## src/rtl/coreUtils.sv

```systemverilog
// Core-wide constants and helpers shared by pipeline stages.
// Combinational only.
package coreUtils;

  localparam logic [31:0] NOP = 32'h0000_0013;

  // bypass supplies an absolute target (bit0 dropped); otherwise PC-relative
  function automatic logic [31:0] redirectTarget(input logic        bypass,
                                                 input logic [31:0] pcNext,
                                                 input logic [31:0] pcCurrent);
    return bypass ? {pcNext[31:1], 1'b0} : pcCurrent + pcNext;
  endfunction

endpackage

```

## src/rtl/core_types_pkg.sv

```systemverilog
// Shared core types: branch-unit redirect bundle and fetch FSM state encoding.
// Pure type definitions, no logic.
package core_types_pkg;

  typedef struct packed {
    logic        flush;
    logic        hold;
    logic        branch;
    logic        bypass;
    logic [31:0] PCnext;
    logic [31:0] PCcurrent;
  } branching_out_t;

  typedef enum logic [2:0] {
    IDLE,
    REQ,
    WAIT,
    DRAIN,
    HELD
  } fetch_state_t;

endpackage

```

## src/rtl/fetch_skid_buf.sv

```systemverilog
// One-entry skid buffer parking a fetched word while decode holds; 1-cycle load-to-valid.
// clear beats load beats pop; no backpressure of its own (caller loads only when empty).
module fetch_skid_buf (
  input  logic        Clock,
  input  logic        nReset,
  input  logic        load,
  input  logic [31:0] loadData,
  input  logic        pop,
  input  logic        clear,
  output logic [31:0] data,
  output logic        valid
);

  always_ff @(posedge Clock or negedge nReset) begin
    if (!nReset) begin
      valid <= 1'b0;
      data  <= '0;
    end else if (clear) begin
      valid <= 1'b0;
    end else if (load) begin
      valid <= 1'b1;
      data  <= loadData;
    end else if (pop) begin
      valid <= 1'b0;
    end
  end

endmodule

```

## src/rtl/fetch_unit.sv

```systemverilog
// Instruction fetch FSM: one outstanding request, 2 cycles/instr best case, all outputs registered.
// hold freezes the IF outputs (late response parked in skid); redirect preempts hold and responses.
module fetch_unit
  import core_types_pkg::*;
  import coreUtils::*;
#(
  parameter logic [31:0] RESET_VECTOR = 32'h0000_0000
) (
  input  logic           Clock,
  input  logic           nReset,
  input  branching_out_t redirect,
  output logic           imem_req,
  output logic [31:0]    imem_addr,
  input  logic           imem_ready,
  input  logic           imem_rvalid,
  input  logic [31:0]    imem_rdata,
  output logic [31:0]    PCIF,
  output logic [31:0]    instrIF,
  output logic           validIF,
  output logic           misaligned
);

  fetch_state_t state;
  logic [31:0]  pc;
  logic [31:0]  rawTarget;
  logic [31:0]  target;
  logic [31:0]  skidData;
  logic         skidValid;
  logic         doRedirect;
  logic         skidLoad;
  logic         skidPop;
  logic         toDrain;

  assign doRedirect = redirect.branch | redirect.bypass;
  assign rawTarget  = redirectTarget(redirect.bypass, redirect.PCnext, redirect.PCcurrent);
  assign target     = {rawTarget[31:2], 2'b00};
  assign skidLoad   = (state == WAIT) && imem_rvalid && redirect.hold && !doRedirect;
  assign skidPop    = (state == HELD) && !redirect.hold && !doRedirect;

  // A request still in flight after this edge must have its response swallowed
  assign toDrain = ((state == WAIT)  && !imem_rvalid) ||
                   ((state == REQ)   && imem_ready)   ||
                   ((state == DRAIN) && !imem_rvalid);

  fetch_skid_buf skidBuf (
    .Clock    (Clock),
    .nReset   (nReset),
    .load     (skidLoad),
    .loadData (imem_rdata),
    .pop      (skidPop),
    .clear    (doRedirect),
    .data     (skidData),
    .valid    (skidValid)
  );

  always_ff @(posedge Clock or negedge nReset) begin
    if (!nReset) begin
      state      <= IDLE;
      pc         <= RESET_VECTOR;
      imem_req   <= 1'b0;
      imem_addr  <= '0;
      PCIF       <= '0;
      instrIF    <= NOP;
      validIF    <= 1'b0;
      misaligned <= 1'b0;
    end else begin
      misaligned <= doRedirect && (rawTarget[1:0] != 2'b00);
      if (!redirect.hold) validIF <= 1'b0;

      if (doRedirect) begin
        pc      <= target;
        validIF <= 1'b0;
        if (toDrain) begin
          state    <= DRAIN;
          imem_req <= 1'b0;
        end else begin
          state     <= REQ;
          imem_req  <= 1'b1;
          imem_addr <= target;
        end
      end else begin
        case (state)
          IDLE: begin
            state     <= REQ;
            imem_req  <= 1'b1;
            imem_addr <= pc;
          end
          REQ: begin
            if (imem_ready) begin
              state    <= WAIT;
              imem_req <= 1'b0;
            end
          end
          WAIT: begin
            if (imem_rvalid) begin
              if (redirect.hold) begin
                state <= HELD;
              end else begin
                instrIF   <= imem_rdata;
                PCIF      <= pc;
                validIF   <= 1'b1;
                pc        <= pc + 32'd4;
                state     <= REQ;
                imem_req  <= 1'b1;
                imem_addr <= pc + 32'd4;
              end
            end
          end
          DRAIN: begin
            if (imem_rvalid) begin
              state     <= REQ;
              imem_req  <= 1'b1;
              imem_addr <= pc;
            end
          end
          HELD: begin
            if (!redirect.hold) begin
              instrIF   <= skidData;
              PCIF      <= pc;
              validIF   <= skidValid;
              pc        <= pc + 32'd4;
              state     <= REQ;
              imem_req  <= 1'b1;
              imem_addr <= pc + 32'd4;
            end
          end
          default: state <= IDLE;
        endcase
        if (redirect.flush) validIF <= 1'b0;
      end
    end
  end

endmodule

```

## config.mk

```make
export PLATFORM = sky130hd
export DESIGN_NAME = fetch_unit
export DESIGN_NICKNAME = d
export VERILOG_FILES = /design/src/rtl/coreUtils.sv /design/src/rtl/core_types_pkg.sv /design/src/rtl/fetch_skid_buf.sv /design/src/rtl/fetch_unit.sv
export SDC_FILE = /design/constraint.sdc
export NUM_CORES = 1
export LEC_CHECK = 0
export BUFFER_PORTS_ARGS = -buffer_cell sky130_fd_sc_hd__buf_4
export CORE_MARGIN = 4
export CORE_UTILIZATION = 40
export CTS_CLUSTER_DIAMETER = 200
export DETAILED_ROUTE_END_ITERATION = 16
export PLACE_DENSITY = 0.64
export SETUP_SLACK_MARGIN = 0.3
export SLEW_MARGIN = 10
export SYNTH_ARGS = -nofsm -noshare
export SYNTH_HDL_FRONTEND = slang
export SYNTH_SLANG_ARGS = --single-unit
```

## constraint.sdc

```tcl
create_clock -name Clock -period 2.6 [get_ports Clock]
set_clock_uncertainty 0.1 [all_clocks]
set_input_delay 0.65 -clock Clock [delete_from_list [all_inputs] [get_ports Clock]]
set_output_delay 0.65 -clock Clock [all_outputs]
set_load 0.02 [all_outputs]
```

* Word level (Yosys, flattened, before mapping)
Cells that the tools add are included.
** Storage, ports and cells
- Word-level logic and storage cells :: 97
- Bits in registers :: 167
** Operators by class
- Bitwise logic cells :: 2
- Reductions and logical operators :: 28
- Add/subtract/negate cells :: 2
- Multiplexer cells :: 43
- Equality and inequality tests :: 12
** Operators by type and width (number)
- 32-bit two-way mux :: 14
- 32-bit case mux with 2 select lines :: 3
- 32-bit case mux with 4 select lines :: 1
- 32-bit by 3-bit adder with 32-bit output (second input constant) :: 1
- 32-bit adder :: 1
- 3-bit two-way mux :: 6
- 1-bit two-way mux :: 15
- 3-bit case mux with 5 select lines :: 1
- 3-bit != test (second input constant) :: 4
- 4-bit AND reduction :: 3
- 1-bit logical AND :: 9
- 2-bit != test (second input constant) :: 4
- 3-bit by 2-bit == test with 1-bit output (second input constant) :: 2
- 3-bit nonzero test :: 2
- 6-bit nonzero test :: 1
- 1-bit case mux with 5 select lines :: 1
- 5-bit AND reduction :: 1
- 5-bit nonzero test :: 1
- 2-bit AND reduction :: 2
- 2-bit nonzero test :: 2
- 3-bit by 1-bit == test with 1-bit output (second input constant) :: 1
- 3-bit == test (second input constant) :: 1
- 1-bit logical NOT :: 3
- 3-bit logical NOT :: 1
- 6 further kinds :: 7

* Longest topological paths before layout
Gate-level depths: netlist of the first run.
- Word-level depth :: 6
- Gate-level depth with buffers :: 10
- Mapped depth without buffers :: 10

* Hierarchy
A second synthesis of the first run with hierarchy kept.
** Second synthesis, totals
- Cell total of the unflattened synthesis :: 1043
- Area total of the unflattened synthesis :: 9841.9 µm²
** By module, submodules not included
- fetch_unit :: instances 1, cells an instance 970, area each 8443.1 µm²
- fetch_skid_buf :: instances 1, cells an instance 73, area each 1398.8 µm²

* Worst setup path after synthesis of the first run
No wires, ideal clock.
- Kind :: input to register
- From :: in redirect[15] (netlist bit)
- To :: reg imem_addr[26]
- Data required time :: 2.371 ns
- Library setup time :: 0.129 ns
- Path buffers :: 0
- Stages :: 9
- Setup slack :: -0.275 ns
- Arrival time :: 2.646 ns
- Path through :: ha_1 -> a21o_1 -> a311o_1 -> o31ai_1 -> a32o_2 -> o21bai_1 -> a221oi_2 -> mux2i_1 -> a21oi_1
** On the way
- Longest elaborated chain between the ends :: 4
** RTL lines
- start: declaration :: RTL line fetch_unit.sv:11 : input branching_out_t redirect,
- 32-bit adder :: RTL line coreUtils.sv:11 : return bypass ? {pcNext[31:1], 1'b0} : pcCurrent + pcNext;
- 32-bit two-way mux :: RTL line coreUtils.sv:11
- 32-bit two-way mux :: RTL line fetch_unit.sv:73 : if (toDrain) begin
- 32-bit two-way mux :: RTL line fetch_unit.sv:70 : if (doRedirect) begin
- end signal: assignment :: RTL line fetch_unit.sv:79 : imem_addr <= target;
- end signal: assignment :: RTL line fetch_unit.sv:86 : imem_addr <= pc;
- end signal: assignment :: RTL line fetch_unit.sv:105 : imem_addr <= pc + 32'd4;
- end: declaration :: RTL line fetch_unit.sv:13 : output logic [31:0] imem_addr,
No other way between the ends. The select of a mux whose other input is x is not followed.
A chain may end at the register's enable or synchronous reset.

* Worst setup path after layout of the first run
- From :: in redirect[42] (netlist bit)
- To :: reg imem_addr[28]
Same word-level chain as after synthesis.

==> out/metrics.yaml, run 1 <==
critical_path:
  required_ps: 2800
  crit_chain: "buf_8 -> ha_4 -> o21ai_2 -> a211oi_2 -> nand4_1 -> a32o_2 -> buf_4 -> buf_6 -> buf_6 -> o21ai_4 -> mux2i_2 -> a21oi_1"
  critical-path-top-delay-family: "compound AO/OA/AOI/OAI gates"
  endpoint_kind: "register"
  rr_worst_depth: 11
  crit_path_frequent_cell: "buf_6"
  cp_max_fo: 6
  crit_start: "redirect[42]"
  rr_endpoint: "imem_addr[22]$_DFFE_PN0P_"
  crit_type: "primary input to register"
  arrival_ps: 2860
  r2r_slack_ps: 220
  slowest_delay_ps: 370
  r2r_start: "pc[3]$_DFFE_PN0P_"
  start_kind: "primary input"
  path_buf_inv: 4
  cpMaxStageDelayCell: "a32o_2"
cells_and_area:
  fin_cells: 1733
  layout_commonest_cell: "buf_4"
  nFillCells: 2029
  syn_to_final_growth_pct: 50.4
  num-nets-final: 1538
  final_cell_mix: "buf_4 (352), dfrtp_1 (154), nand2_1 (127)"
  layout-drive-gt1-share: 0.437
  utilization: 0.617
  antenna_cells: 0
outcome:
  status: "finished, violations left"
  failed_checks: "negative setup slack"
route:
  dr.first_iter.drc_count: 707
  vias: 9400
  drt-total-wl_um: 30900
  drt-pass1-iter-count: 5
  drc_errors: 0
  vias_per_cell: 5.42
  postRouteAntennaNets: 0
  routedWlPerCell_um: 17.9
global_route:
  grt-ovfl-total: 0
  busiest_layer: "met2"
  grt_max_degree: 50
  grt_pass1_wl_um: 48100
  antenna_found_initial: 0
  use_met2: 0.382
  grt_pass1_vias: 9253
  grtUsageTotal: 0.224
  use_met3: 0.0324
  grt_use_met1: 0.294
clock_tree:
  cts_sinks: 161
  root_buffer: "clkbuf_16"
  hold_buffers: 0
  clk_path_buf_depth: 2
  cts_tree: "done"
  htreeDepth: 4
  cts.reportedPaths.clkPinSlew_ps: 80
  insertion_delay_ps: 430
  cts_made_buffers: 17
pwr:
  power_mw: 8.37
  powerDensity_nw_per_um2: 573
  power_leakage_nw: 6.64
  vdd_drop_max_uv: 390
hold_path:
  hp-class: "primary input to async pin"
yosys:
  synthCells: 1046
  syn_avg_cell_area_um2: 9.28
  ys_seq_area_frac: 0.415
  ys_types: 78
  synth-edff-count: 0
  syn_area_um2: 9710
  yosysWarnings: 0
  ys_ff_latch: 161
  async_reset_ff_frac: 1.00
  synth_ff_type: "dfrtp_1"
floorplanning:
  fp.dieH_um: 164
  core_um2: 23700
  die_w_um: 164
  ioPinCount: 203
  die-area_um2: 26800
  initial_core_util: 0.410
  fp-row-count: 56
job:
  drv_cap: 0
timing:
  setup_viol: 4
  hold_viol_final: 0
  fin_setup_tns_ps: -124
  drv_slew: 0
  worst_slack_ps: -59.4
  fmax_mhz: 376
  holdWs_ps: 51.9
  post-route-min-period_ps: 2660
  grt_setup_unrepaired: "true"
  slew_headroom: 0.650
  tightest_slew_ps: 524
  fin_crit_sh: 1.02
placement:
  hpwl_um: 22800
  dp.cells: 1668
  place.gp.congestion: 0.883
  io_buffers: 198
[worst max path at each step]
stage,to,slack (ps),cells past startpoint
floorplan,pc[31]$_DFFE_PN0P_,-170,10
global placement,imem_addr[24]$_DFFE_PN0P_,-470,11
detailed placement,imem_addr[24]$_DFFE_PN0P_,-560,11
CTS,imem_addr[26]$_DFFE_PN0P_,10,11
global route,imem_addr[26]$_DFFE_PN0P_,-120,10
finish,imem_addr[28]$_DFFE_PN0P_,-60,12
[per-stage QoR]
stage / worst slack [ps] / cell area [um^2]
finish: -59.4 / 14600
global route: -119 / 14600
CTS: 12.5 / 14200
detailed placement: -557 / 13100
global placement: -472 / 13100
floorplan: -167 / 10000
[Yosys cell counts, types with 8 or more instances]
cell type,number,area (um^2)
o21ai_0,90,450
nand3_1,30,150
xnor2_1,43,377
dfrtp_1,158,3950
a22oi_1,13,97.6
mux2_2,58,653
o21a_1,16,120
a21o_1,14,105
nor3_1,17,85.1
xor2_1,15,131
a221oi_1,8,70.1
ha_1,32,400
a31oi_1,23,144
clkbuf_1,51,191
nor2_1,70,263
and3_1,12,75.1
mux2i_1,40,400
nand4_1,12,75.1
a21oi_1,67,335
nand2_1,133,499
inv_1,17,63.8
o21bai_1,8,60.1
[worst reg2reg max path, stage by stage, from the launching register on]
cell      delay (ps)
dfrtp_1          420
ha_1             230
nand4_1          190
nor3_4           220
buf_4            190
nand3_1          100
buf_4            160
nor3_1           180
xor2_1            90
a21oi_1          160
o211ai_1         100
o21a_1           110
[metal layers]
| metal | vias to the layer above | routed length [um] |
|---|---|---|
| li1 | 4491 | - |
| met1 | 4592 | 13000 |
| met2 | 265 | 15400 |
| met3 | 52 | 1560 |
| met4 | 0 | 1020 |
| met5 | - | 0 |
[area by class of cell]
| cell class | instances | area [um^2] | share of cell area |
|---|---|---|---|
| tap | 319 | 399 | 0.0273 |
| clock buffer | 17 | 425 | 0.0291 |
| multi-input combinational | 804 | 6210 | 0.425 |
| clock inverter | 15 | 184 | 0.0126 |
| sequential | 161 | 4040 | 0.276 |
| timing repair buffer | 400 | 3290 | 0.225 |
| inverter | 17 | 63.8 | 0.00437 |
[what timing repair did]
action                     CTS  global route
pin swaps                   55            48
buffers inserted            16            17
gates resized for setup     73            57
setup endpoints to repair   43           104
[registers in the layout (all words and copies together) (netlist names)]
| name | count |
|---|---|
| instrIF | 32 |
| imem_addr | 30 |
| pc | 30 |
| validIF | 1 |
| skidBuf.valid | 1 |
| state | 3 |
| skidBuf.data | 32 |
| misaligned | 1 |
| imem_req | 1 |
| PCIF | 30 |
[cell families after synthesis]
family / count (synthesis) / synth area share
AOI/OAI and AO/OA: 294 / 0.192
xor gates and xnor gates: 58 / 0.0523
adders and majority gates: 33 / 0.0433
buffers and inverters: 84 / 0.0358
DFF: 161 / 0.415
muxes: 98 / 0.108
other: 1 / 0.000386
and+or+nand+nor: 317 / 0.153
[power breakdown]
part           switching, mW  total (mW)  leakage, nW  internal, mW
clock                   1.19        2.58        0.295          1.39
combinational           1.39        2.72         4.24          1.33
sequential             0.263        3.07         2.10          2.81
total                   2.84        8.37         6.64          5.52
Note: power is estimated with default switching activity, not from simulation.
==> run 2, diff against run 1 <==
RECOVER_POWER = 100   (was default)
==> run 2 against run 1 <==
  * The flow still finishes with violations (negative setup slack)
  * Sequential power is essentially flat
  * Sequential share of layout area up 0.87 points
  * Clock-buffer cell count is the same
  * Critical path depth did not move
  * Flip-flop and latch count unchanged
  * Non-clock buffer count is the same
  * Wire length up 0.35%
  * Die area unchanged
  * Fmax barely moved
  * Clock power about the same
  * Hold slack improved by 230 ps
  * Critical endpoint unchanged
  * Highest routed layer unchanged
==> out/metrics.yaml, run 2 (synthesized netlist as in run 1, its figures left out) <==
cells_and_area:
  nFillCells: 2117
  antenna_cells: 0
  top_regs: "instrIF: 32 flops, skidBuf.data: 32 flops"
  layout-drive-gt1-share: 0.365
  layout_commonest_cell: "buf_4"
  utilization: 0.598
  syn_to_final_growth_pct: 45.8
  final_cell_mix: "buf_4 (251), dfrtp_1 (154), nand2_1 (128)"
  num-nets-final: 1538
route:
  drt-pass1-iter-count: 5
  routedWlPerCell_um: 17.9
  vias: 9421
  drt-total-wl_um: 31100
  drc_errors: 0
  dr.first_iter.drc_count: 660
  postRouteAntennaNets: 0
  vias_per_cell: 5.44
critical_path:
  crit_chain: "buf_8 -> ha_4 -> o21ai_2 -> a211oi_2 -> nand4_1 -> a32o_2 -> buf_4 -> buf_6 -> buf_6 -> o21ai_4 -> mux2i_2 -> a21oi_1"
  r2r_slack_ps: 110
  rr_endpoint: "pc[21]$_DFFE_PN0P_"
  cpMaxStageDelayCell: "a32o_2"
  crit_type: "primary input to register"
  endpoint_kind: "register"
  start_kind: "primary input"
  slowest_delay_ps: 380
  crit_start: "redirect[42]"
  crit_path_frequent_cell: "buf_6"
  arrival_ps: 2860
  r2r_start: "state[2]$_DFFE_PN0P_"
  rr_worst_depth: 9
  cp_max_fo: 6
  required_ps: 2810
floorplanning:
  core_um2: 23700
  initial_core_util: 0.410
  ioPinCount: 203
  fp-row-count: 56
  die-area_um2: 26800
  die_w_um: 164
  fp.dieH_um: 164
clock_tree:
  cts_sinks: 161
  clk_path_buf_depth: 2
  htreeDepth: 4
  cts_tree: "done"
  cts.reportedPaths.clkPinSlew_ps: 70
  insertion_delay_ps: 430
  cts_made_buffers: 17
  hold_buffers: 0
  root_buffer: "clkbuf_16"
outcome:
  status: "finished, violations left"
  failed_checks: "negative setup slack"
timing:
  fin_crit_sh: 1.02
  post-route-min-period_ps: 2660
  setup_viol: 5
  drv_slew: 0
  holdWs_ps: 281
  worst_slack_ps: -58.9
  fmax_mhz: 376
  slew_headroom: 0.172
  tightest_slew_ps: 1240
  hold_viol_final: 0
  grt_setup_unrepaired: "true"
placement:
  io_buffers: 198
  hpwl_um: 22800
  place.gp.congestion: 0.883
hold_path:
  worstHoldPathCells: 2
  min_to: "validIF$_DFF_PN0_"
  hp-class: "primary input to register"
  worst_hold_startpoint: "redirect[67]"
global_route:
  grt_pass1_wl_um: 48100
  grt-ovfl-total: 0
  grt_pass1_vias: 9253
  grtUsageTotal: 0.224
  grt_max_degree: 50
  antenna_found_initial: 0
job:
  drv_cap: 0
pwr:
  vdd_drop_max_uv: 390
  powerDensity_nw_per_um2: 579
  power_leakage_nw: 6.21
[run 2: cell type report]
cell class / instances / area, um^2 / area share
tap: 319 / 399 / 0.0282
inverter: 17 / 63.8 / 0.00451
clock buffer: 17 / 425 / 0.0300
timing repair buffer: 400 / 2860 / 0.202
clock inverter: 15 / 184 / 0.0130
sequential: 161 / 4040 / 0.285
multi-input combinational: 804 / 6190 / 0.437
[run 2: worst max path at each step]
| stage | to | depth (start not counted) |
|---|---|---|
| after global routing | imem_addr[26]$_DFFE_PN0P_ | 10 |
| after floorplan | pc[31]$_DFFE_PN0P_ | 10 |
| after CTS | imem_addr[26]$_DFFE_PN0P_ | 11 |
| after detailed placement | imem_addr[24]$_DFFE_PN0P_ | 11 |
| after global placement | imem_addr[24]$_DFFE_PN0P_ | 11 |
| final | imem_addr[28]$_DFFE_PN0P_ | 12 |
[run 2: worst max-delay path: cells and delay by family]
| kind | cells | cell delay (ps) |
|---|---|---|
| AOI/OAI and AO/OA | 5 | 970 |
| adders and majority gates | 1 | 260 |
| buffers and inverters | 4 | 460 |
| muxes | 1 | 260 |
| and+or+nand+nor | 1 | 240 |
[run 2: through the flow]
step	setup WS (ps)	power [mW]	TNS, ps	area (um^2)	std cells
6_report	-58.9	8.19	-153	14200	1733
5_1_grt	-119	8.60	-1740	14200	1733
4_1_cts	12.5	8.28	0	14200	1716
3_5_place_dp	-557	5.51	-16810	13100	1668
3_3_place_gp	-472	5.47	-14340	13100	1668
2_1_floorplan	-167	4.32	-867	10000	1049
[run 2: what timing repair did]
| action | 4_1_cts | 5_1_grt |
|---|---|---|
| gates resized for setup | 73 | 57 |
| pin swaps | 55 | 48 |
| setup endpoints to repair | 43 | 104 |
| buffers inserted | 16 | 17 |
[run 2: metal layers]
layer | wire (um) | track usage | part of all wire
met4 | 1060 | 0.0755 | 0.034
met2 | 15300 | 0.382 | 0.49
met3 | 1670 | 0.0324 | 0.054
met1 | 13000 | 0.294 | 0.42
met5 | 0 | 0 | 0
[run 2: report_power, final]
part           switching, mW  leakage (nW)  internal (mW)
sequential             0.259          2.10           2.81
combinational           1.39          3.82           1.15
clock                   1.20         0.295           1.39
total                   2.85          6.21           5.34
==> run 3, diff against run 2 <==
CTS_BUF_LIST = sky130_fd_sc_hd__clkbuf_8   (was default)
==> run 3 against run 2 <==
  * The run still ends with negative setup slack left
  * First-iteration DRC count fell by 15%
  * Clock power fell by 25%
  * Global-route usage fell by 0.10 points
  * Sequential power barely moved
  * Combinational power barely moved
  * Non-clock buffer count fell by 1
  * Sequential share of layout area rose by 0.46 points
  * Clock-buffer cell count did not move
  * Register-to-register slack improved by 70 ps
  * Critical path depth did not move
  * Setup slack improved by 23 ps
  * Largest power group unchanged
==> out/metrics.yaml, run 3 (synthesized netlist as in run 1, its figures left out) <==
hold_path:
  hp-class: "primary input to register"
cells_and_area:
  layout-drive-gt1-share: 0.366
  antenna_cells: 0
  syn_to_final_growth_pct: 43.5
  final_cell_mix: "buf_4 (262), dfrtp_1 (153), nand2_1 (129)"
  layout_commonest_cell: "buf_4"
  top_regs: "instrIF: 32 flops, skidBuf.data: 32 flops"
  num-nets-final: 1537
placement:
  hpwl_um: 22800
  post-place-ws_ps: -557
  io_buffers: 198
  place.gp.congestion: 0.883
timing:
  setup_viol: 5
  grt_setup_unrepaired: "true"
  drv_slew: 0
  tightest_slew_ps: 1240
  slew_headroom: 0.176
  post-route-min-period_ps: 2640
  worst_slack_ps: -36.0
  fmax_mhz: 379
  hold_viol_final: 0
  fin_crit_sh: 1.01
pwr:
  power_mw: 7.52
  power_leakage_nw: 6.13
  powerDensity_nw_per_um2: 539
  vdd_drop_max_uv: 587
critical_path:
  endpoint_kind: "register"
  cp_max_fo: 6
  arrival_ps: 2890
  required_ps: 2850
  r2r_slack_ps: 180
  crit_type: "primary input to register"
  start_kind: "primary input"
route:
  vias: 9374
  drc_errors: 0
  vias_per_cell: 5.41
  dr.first_iter.drc_count: 564
  drt-pass1-iter-count: 5
  postRouteAntennaNets: 0
  routedWlPerCell_um: 17.8
  drt-total-wl_um: 30900
global_route:
  grt_pass1_wl_um: 47700
  grtUsageTotal: 0.223
  grt_pass1_vias: 9150
  grt-ovfl-total: 0
  grt_max_degree: 50
  antenna_found_initial: 0
floorplanning:
  die-area_um2: 26800
  die_w_um: 164
  initial_core_util: 0.410
  ioPinCount: 203
  fp-row-count: 56
  core_um2: 23700
  fp.dieH_um: 164
outcome:
  status: "finished, violations left"
  failed_checks: "negative setup slack"
clock_tree:
  hold_buffers: 0
  root_buffer: "clkbuf_8"
  insertion_delay_ps: 460
  clk_path_buf_depth: 2
  cts_tree: "done"
  htreeDepth: 4
  cts_made_buffers: 17
  cts_sinks: 161
  cts.reportedPaths.clkPinSlew_ps: 100
job:
  drv_cap: 0
==> run 3: cell types whose count changed in the layout (fill, tap and decap cells not counted), sizes merged <==
cell,before,now
clkbuf,122,121
==> run 3: path summary, 6_finish.rpt <==
path                                         start                           end  depth (start not counted)
max                                   redirect[43]     imem_addr[28]$_DFFE_PN0P_                         12
min                                   redirect[67]             validIF$_DFF_PN0_                          2
max in group asynchronous                   nReset          state[2]$_DFFE_PN0P_                          2
min in group asynchronous                   nReset  skidBuf.data[26]$_DFFE_PN0P_                          1
max reg2reg                      pc[2]$_DFFE_PN0P_     imem_addr[22]$_DFFE_PN0P_                         11
min reg2reg                instrIF[26]$_DFFE_PN0P_       instrIF[26]$_DFFE_PN0P_                          2
==> run 3: report_power, final <==
group          total [mW]  internal [mW]  switching [mW]
Clock                1.94          0.823            1.11
Combinational        2.52           1.13            1.38
Sequential           3.06           2.80           0.260
Total                7.52           4.76            2.76
==> run 3: repair_timing <==
| item | CTS | global route |
|---|---|---|
| pin swaps | 47 | 32 |
| setup buffers | 13 | 19 |
| setup endpoints to repair | 42 | 101 |
| resized for setup | 62 | 60 |
==> run 3: worst max-delay path: stages <==
cell      delay, ps
buf_4           120
ha_4            260
o21ai_1          70
a211oi_2        330
nand4_1         220
a32o_2          370
buf_4           160
buf_6           100
buf_6           100
o21ai_4         130
mux2i_2         270
a21oi_1          90
==> run 3: through the flow <==
step            util  std cells  area (um^2)  TNS (ps)  hold slack, ps
2_1_floorplan      -       1049        10000      -867             254
3_3_place_gp   0.552       1668        13100    -14340             362
3_5_place_dp   0.552       1668        13100    -16810             373
4_1_cts        0.589       1713        13900         0            1.10
5_1_grt        0.588       1732        13900      -531             189
6_report       0.588       1732        13900     -63.9             230
==> run 3: layout make-up <==
| class | count | area, um^2 |
|---|---|---|
| Timing Repair Buffer | 399 | 2810 |
| Inverter | 17 | 63.8 |
| Tap cell | 319 | 399 |
| Fill cell | 2160 | 9750 |
| Multi-Input combinational cell | 804 | 6210 |
| Clock buffer | 17 | 234 |
| Clock inverter | 15 | 184 |
| Sequential cell | 161 | 4040 |
==> run 3: metal layers <==
layer / vias to the layer above / part of all wire / global-route usage
met2: 269 / 0.49 / 0.378
met4: 0 / 0.031 / 0.0679
met3: 55 / 0.053 / 0.0386
li1: 4480 / - / -
met1: 4570 / 0.43 / 0.294
met5: - / 0 / 0
